--- src/rtl/ws2812_pixel_feeder.sv ---
// Double-buffered GRB pixel store feeding a WS2812 serializer one pixel per
// valid/ready handshake, one frame per frame-timer tick.
module ws2812_pixel_feeder #(
   parameter int LED_NUM   = 8,
   parameter int ADDR_W    = 8,
   parameter int CLK_FRE   = 27_000_000,
   parameter int FRAME_CYC = CLK_FRE / 100
) (
   input  logic              clk,
   input  logic              rst,
   input  logic              wr_en,
   input  logic [ADDR_W-1:0] wr_addr,
   input  logic [23:0]       wr_data,
   input  logic              commit,
   output logic [23:0]       pix_data,
   output logic              pix_valid,
   input  logic              pix_ready,
   output logic              pix_last,
   output logic              frame_busy,
   output logic              frame_overrun
);
   localparam int IDX_W = (LED_NUM > 1) ? $clog2(LED_NUM) : 1;
   localparam int CNT_W = (FRAME_CYC > 1) ? $clog2(FRAME_CYC) : 1;
   localparam logic [ADDR_W:0]  LED_LIM  = (ADDR_W + 1)'(LED_NUM);
   localparam logic [IDX_W-1:0] IDX_LAST = IDX_W'(LED_NUM - 1);
   localparam logic [CNT_W-1:0] CNT_LAST = CNT_W'(FRAME_CYC - 1);

   typedef enum logic [1:0] {
      ST_IDLE  = 2'd0,
      ST_LOAD  = 2'd1,
      ST_OFFER = 2'd2
   } state_t;

   state_t           state_r, state_s;
   logic [23:0]      mem_r [0:1][0:LED_NUM-1];
   logic [CNT_W-1:0] cnt_r;
   logic [IDX_W-1:0] idx_r, idx_s;
   logic             front_r, front_s;
   logic             pend_r, pend_s;
   logic [23:0]      pix_data_r, pix_data_s;
   logic             pix_valid_r, pix_valid_s;
   logic             pix_last_r, pix_last_s;
   logic             busy_r, busy_s;
   logic             overrun_r, overrun_s;
   logic             tick_s;
   logic             swap_s;
   logic             wr_ok_s;
   logic [IDX_W-1:0] wr_idx_s;

   assign tick_s   = (cnt_r == CNT_LAST);
   assign swap_s   = tick_s & (state_r == ST_IDLE) & pend_r;
   assign wr_ok_s  = wr_en & ({1'b0, wr_addr} < LED_LIM);
   assign wr_idx_s = wr_addr[IDX_W-1:0];

   assign pix_data      = pix_data_r;
   assign pix_valid     = pix_valid_r;
   assign pix_last      = pix_last_r;
   assign frame_busy    = busy_r;
   assign frame_overrun = overrun_r;

   // Free-running frame timer
   always_ff @(posedge clk) begin
      if (rst) begin
         cnt_r <= '0;
      end else if (tick_s) begin
         cnt_r <= '0;
      end else begin
         cnt_r <= cnt_r + CNT_W'(1);
      end
   end

   // Host writes always target the back bank; contents survive reset
   always_ff @(posedge clk) begin
      if (wr_ok_s) begin
         mem_r[~front_r][wr_idx_s] <= wr_data;
      end
   end

   // Frame sequencer next-state and output logic
   always_comb begin
      state_s     = state_r;
      idx_s       = idx_r;
      pix_data_s  = pix_data_r;
      pix_valid_s = pix_valid_r;
      pix_last_s  = pix_last_r;
      busy_s      = busy_r;
      front_s     = front_r ^ swap_s;
      pend_s      = commit | (pend_r & ~swap_s);
      overrun_s   = overrun_r | (tick_s & (state_r != ST_IDLE));
      case (state_r)
         ST_IDLE: begin
            if (tick_s) begin
               state_s = ST_LOAD;
               idx_s   = '0;
               busy_s  = 1'b1;
            end else begin
               state_s = ST_IDLE;
            end
         end
         ST_LOAD: begin
            pix_data_s  = mem_r[front_r][idx_r];
            pix_last_s  = (idx_r == IDX_LAST);
            pix_valid_s = 1'b1;
            state_s     = ST_OFFER;
         end
         ST_OFFER: begin
            if (pix_ready) begin
               pix_valid_s = 1'b0;
               pix_last_s  = 1'b0;
               if (pix_last_r) begin
                  state_s = ST_IDLE;
                  busy_s  = 1'b0;
               end else begin
                  state_s = ST_LOAD;
                  idx_s   = idx_r + IDX_W'(1);
               end
            end else begin
               state_s = ST_OFFER;
            end
         end
         default: begin
            state_s = ST_IDLE;
         end
      endcase
   end

   // Sequencer state and registered outputs
   always_ff @(posedge clk) begin
      if (rst) begin
         state_r     <= ST_IDLE;
         idx_r       <= '0;
         front_r     <= 1'b0;
         pend_r      <= 1'b0;
         pix_data_r  <= 24'h000000;
         pix_valid_r <= 1'b0;
         pix_last_r  <= 1'b0;
         busy_r      <= 1'b0;
         overrun_r   <= 1'b0;
      end else begin
         state_r     <= state_s;
         idx_r       <= idx_s;
         front_r     <= front_s;
         pend_r      <= pend_s;
         pix_data_r  <= pix_data_s;
         pix_valid_r <= pix_valid_s;
         pix_last_r  <= pix_last_s;
         busy_r      <= busy_s;
         overrun_r   <= overrun_s;
      end
   end
endmodule

--- config.mk ---
export PLATFORM = sky130hd
export DESIGN_NAME = ws2812_pixel_feeder
export DESIGN_NICKNAME = d
export VERILOG_FILES = /design/src/rtl/ws2812_pixel_feeder.sv
export SDC_FILE = /design/constraint.sdc
export NUM_CORES = 1
export LEC_CHECK = 0
export CAP_MARGIN = 20
export CORE_ASPECT_RATIO = 1.25
export CORE_MARGIN = 1
export CORE_UTILIZATION = 55
export CTS_CLUSTER_SIZE = 8
export DETAILED_ROUTE_END_ITERATION = 8
export PLACE_DENSITY = 0.73
export SYNTH_ARGS = -nofsm -noshare
export SYNTH_HDL_FRONTEND = slang
export SYNTH_SLANG_ARGS = --single-unit
--- constraint.sdc ---
create_clock -name clk -period 5.9 [get_ports clk]
set_input_delay 1.77 -clock clk [delete_from_list [all_inputs] [get_ports clk]]
set_output_delay 1.77 -clock clk [all_outputs]
set_load 0.05 [all_outputs]
# == Word level (Yosys, flattened, before mapping) ==
# Memories as Yosys holds them, arrays and structs flattened. A register that Yosys moved wholly into a read port is not among the register bits.
# Index checks and enable logic that the tools add are counted.
# word_totals
regBits,54
mem_bits_rw,384
input_bits,37
output_inout_bits,28
wordCells,69
memories,1
# memory_table
memory,words,width,rd,rd_clocked_by_memory_dff,write_ports,line,text
mem_r,2,192,1,1,1,35,logic [23:0] mem_r [0:1][0:LED_NUM-1];
# op_classes
n_addsub,2
order_cmp,4
n_eq_ne,8
n_mux,23
bitwise_logic,12
reduce_logical,9
# ops
op,count
$mux 192,1
$bmux 24 s3,1
$demux 24 s3,1
$mux 24,3
$add 19x1->19 const B,1
$eq 19x19->1 const B,1
$mux 3,3
$ge 4x4->1 const B,2
$lt 8x4->1 const B,1
$mux 1,8
$ne 2x2->1 const B,4
$not 3->4,2
$reduce_and 4->1,2
$pmux 1 s2,3
$pmux 2 s3,1
$pmux 3 s2,1
$reduce_bool 2->1,3
$and 1x1->1,5
$lt 4x1->1 const B,1
$add 3x1->3 const B,1
$eq 3x3->1 const B,1
$eq 2x1->1 const B,1
$eq 2x2->1 const B,1
$logic_not 2->1,1
other kinds (7),9

# == Depth between registers and ports, before layout ==
# logic_depth
word_depth,6
ltp_mapped,8
depth_no_buf,5

# == Worst setup path before layout ==
# No wires, ideal clock.
# synth_path
path_kind,input port to flip-flop
startpoint,input port wr_addr[4]
endpoint,memory mem_r[1][144] in the netlist's numbering (enable)
setup_ps,435
arrival_ps,4328
required_time_ps,5465
path_slack_ps,1137
stages,4
path_buffers,0
path_cell_list,or4b_1 -> nor3_2 -> nand3b_1 -> nor3_1
# synth_between
elab_chain_cells,4
# synth_rtl
element,line,text
"start, declared",12,"input logic [ADDR_W-1:0] wr_addr,"
$lt 8x4->1,52,"assign wr_ok_s = wr_en & ({1'b0, wr_addr} < LED_LIM);"
$and 1x1->1,52,
$mux 1,74,if (wr_ok_s) begin
$mux 192 (implied by the code),75,mem_r[~front_r][wr_idx_s] <= wr_data;
"end, declared",35,
# Every way passes these cells.

# == Final worst setup path ==
# layout_path
startpoint,input port wr_addr[4]
endpoint,memory mem_r[1][21] in the netlist's numbering (enable)
# Same word-level chain as after synthesis.

==> out/results.txt <==
Detail Placement HPWL - 17700 microns
Worst path bufs/invs - 1
Crit path time final - 4060 ps
Pre-Repair DR Iteration Count - 5
Startpoint Class - primary input
Routed Antenna Nets - 0
# H-tree levels - 2
Hold_buf cts - 0
Synth warn - 0
Die area - 31100 sq um
CP Max Fanout - 24
Power Dens Cells - 335 nW/um^2
Sequential share of power - 51.5%
Die height - 197 microns
First-pass GRT wire length - 53200 microns
N_diodes - 0
Max Root-Sink Buffers - 3
Post-synth ARST share - 0%
DRC viols - 0
Syn Area/Cell - 18.5 sq um
Synth area leaders - edfxtp_1, mux4_2, dfxtp_1
Cell Chain, Critical Path - clkdlybuf4s50_1, or4b_1, nor3_2, nand3_1, nor2_4
Setup Crit Path Kind - in -> reg
Routability congestion estimate - 0.750
Leakage power - 6.29 nW
Worst relative slew slack - 29.6%
CTS resizes - 0
Synth Flop Type - edfxtp_1
Pre-CTS setup slack - 1280 ps
Clk network pwr share - 47.3%
Largest family of logic cells by synthesized area - multiplexers
WP data arrival - 4230 ps
Total CTS buffers - 60
Core ar. - 30000 sq um
Iter 0 DRT Violations - 798
Clock slew at reported path FFs - 50 ps
Final instance area - 19600 sq um
Number of flops mapped to enable cells by yosys - 384
Final Slew Violations - 0
Clock root buffer - clkbuf_16
Rows - 71
Port Buffers - 64
Pin count of the biggest net entering global routing - 89
Reg2Reg Setup Slack - 3240 ps
Util after Layout - 65.3%
Combinational Power Share - 1.2%
Mapped cell area - 16700 sq um
Vias - 8678
Synth Area in XOR/XNOR - 0.576%
Simple-Gate Fraction of Synth Area - 5.87%
Placed inst area - 17900 sq um
Number of distinct library cells after synthesis - 47
Die W - 158 microns
Adder-Cell Fraction of Synth Area - 0.224%
Max frequency - 247 MHz
Total Power - 0.00656 W
Register area - 12600 sq um
Worst Path Required - 6070 ps
Multi-input gate area - 3980 sq um
Final hold vios - 0
CP max stage delay - 920 ps
Setup repair after global routing missed its margin - no
Post-Route WL - 34700 microns
Total number of clock tree sinks - 438
Clock latency at the later pin of the worst-skew pair - 580 ps
Switch share - 19.1%
Initial antenna violation count - 0
IO Pins - 65
Initial Util - 55.7%
Via/cell ratio - 5.99
CTS tree - yes
GR Overflow Total - 0
Multiplexer share of the synthesized area - 12.8%
Worst Hold Class - reg -> reg
Tcrit/Tclk final - 68.7%
Sequential area share after synthesis - 75.4%
Worst-Margin Slew - 1050 ps
Syn_nets - 946
Net Switching - 0.00126 W
Final Net Count - 1039
Vias in the first global route - 9076
Family with the most delay on the worst path - simple AND/OR/NAND/NOR gates
Layout cell share with drive strength beyond 1 - 19.1%
Yosys reg bits - 438
Worst VDD drop - 0.268 mV
Filler cell count in the final layout - 2089
Fin Setup TNS - 0 ps
Post-synthesis compound-gate area fraction - 3.64%
Yosys top cell by area - edfxtp_1
Internal - 0.00530 W
Max-Cap Viols - 0
Setup Buffers After CTS - 0
Top-area cell type share of the netlist area - 68.9%
Synth Instances - 906
Final WS setup - 1840 ps
Layout Skew - 25.7 ps
Status - complete, no violations
Worst Setup End Kind - register
WL/cell - 24.0 microns
Area Overhead vs Synth - 17.2%
Slowest CP cell - nor2_4
# setup viols final - 0
All-Layer GR Usage - 23.5%
==> registers in the layout (all words and copies together) (netlist names), 2 cells and up <==
signal,count
pix_data,24
idx_r,3
cnt_r,19
mem_r,384
state_r,2
==> per-layer routing <==
layer	vias up	GRT usage, %	part of all wire, %
met5	-	0	0
met4	0	7.94	2.5
met3	59	4.00	5.9
met2	307	40.2	53
met1	4500	30.5	39
li1	3812	-	-
==> cells in the mapped netlist (2+ instances only) <==
library cell	n
o21ai_0	8
clkbuf_1	24
o41ai_1	2
nor3_2	2
nor2_1	31
xnor2_1	6
and3_1	3
a21oi_1	57
ha_1	3
buf_1	2
xor2_1	5
nor2b_1	4
dfxtp_1	54
and4_1	2
buf_2	10
a211o_1	24
nand2b_1	5
mux2_2	2
or3_1	7
nand3_1	11
nand3b_1	6
nand2_1	105
nor4_1	7
buf_4	9
nor3_1	7
and2_1	3
mux4_2	94
inv_1	7
edfxtp_1	384
nand4_1	4
a2111oi_0	2
==> logic make-up (layout without fill, tap and decap cells) <==
logic type,Yosys count,count (layout)
multiplexers,96,96
adder cells (fa/ha/maj),3,3
buffers and inverters,53,194
AO/OA/AOI/OAI,98,98
XOR/XNOR,11,11
AND/OR/NAND/NOR,207,207
flip-flops,438,438
==> layout make-up <==
class	count	area share, %
tap	401	2.56
clock inverter	2	0.128
multi-input combinational	415	20.3
inverter	7	0.134
clock buffer	108	8.63
timing repair buffer	77	3.89
sequential	438	64.4
==> metrics by stage <==
stage | hold WS [ps] | instances
2_1_floorplan | 426 | 906
5_1_grt | 481 | 1448
3_3_place_gp | 439 | 1337
6_report | 456 | 1448
3_5_place_dp | 453 | 1337
4_1_cts | 464 | 1447
==> placed cells by master (no fill, tap or decap), drive strengths merged, types with 3 or more instances in the layout <==
master / netlist / routed
nor4: 7 / 7
nand4: 4 / 4
nor3: 9 / 9
ha: 3 / 3
nand3b: 6 / 6
and3: 3 / 3
and2: 3 / 3
nor2b: 4 / 4
inv: 7 / 8
xor2: 5 / 5
and4: 3 / 3
buf: 22 / 13
o21ai: 8 / 8
nor2: 31 / 31
a21oi: 57 / 57
dfxtp: 54 / 54
nand2: 106 / 106
clkdlybuf4s50: 0 / 64
clkbuf: 24 / 108
a211o: 24 / 24
mux4: 94 / 94
xnor2: 6 / 6
or3: 7 / 7
edfxtp: 384 / 384
nand2b: 5 / 5
nand3: 11 / 11
==> final timing paths <==
check	start	to	depth (start not counted)
worst max-delay path	wr_addr[4]	mem_r[1][21]	5
worst min-delay path	cnt_r[0]	cnt_r[0]	1
worst max register to register	idx_r[2]	pix_data[3]	5
worst min register to register	cnt_r[0]	cnt_r[0]	1
==> power by group through the flow <==
stage	registers [W]	logic [W]	clock network [W]
after global routing	0.00337	0.0000841	0.00327
after CTS	0.00338	0.0000781	0.00315
after floorplan	0.00344	0.0000118	0
after detailed placement	0.00344	0.0000776	0
after global placement	0.00344	0.0000748	0
final	0.00338	0.0000773	0.00310
Power figures use the tool's default switching activity.
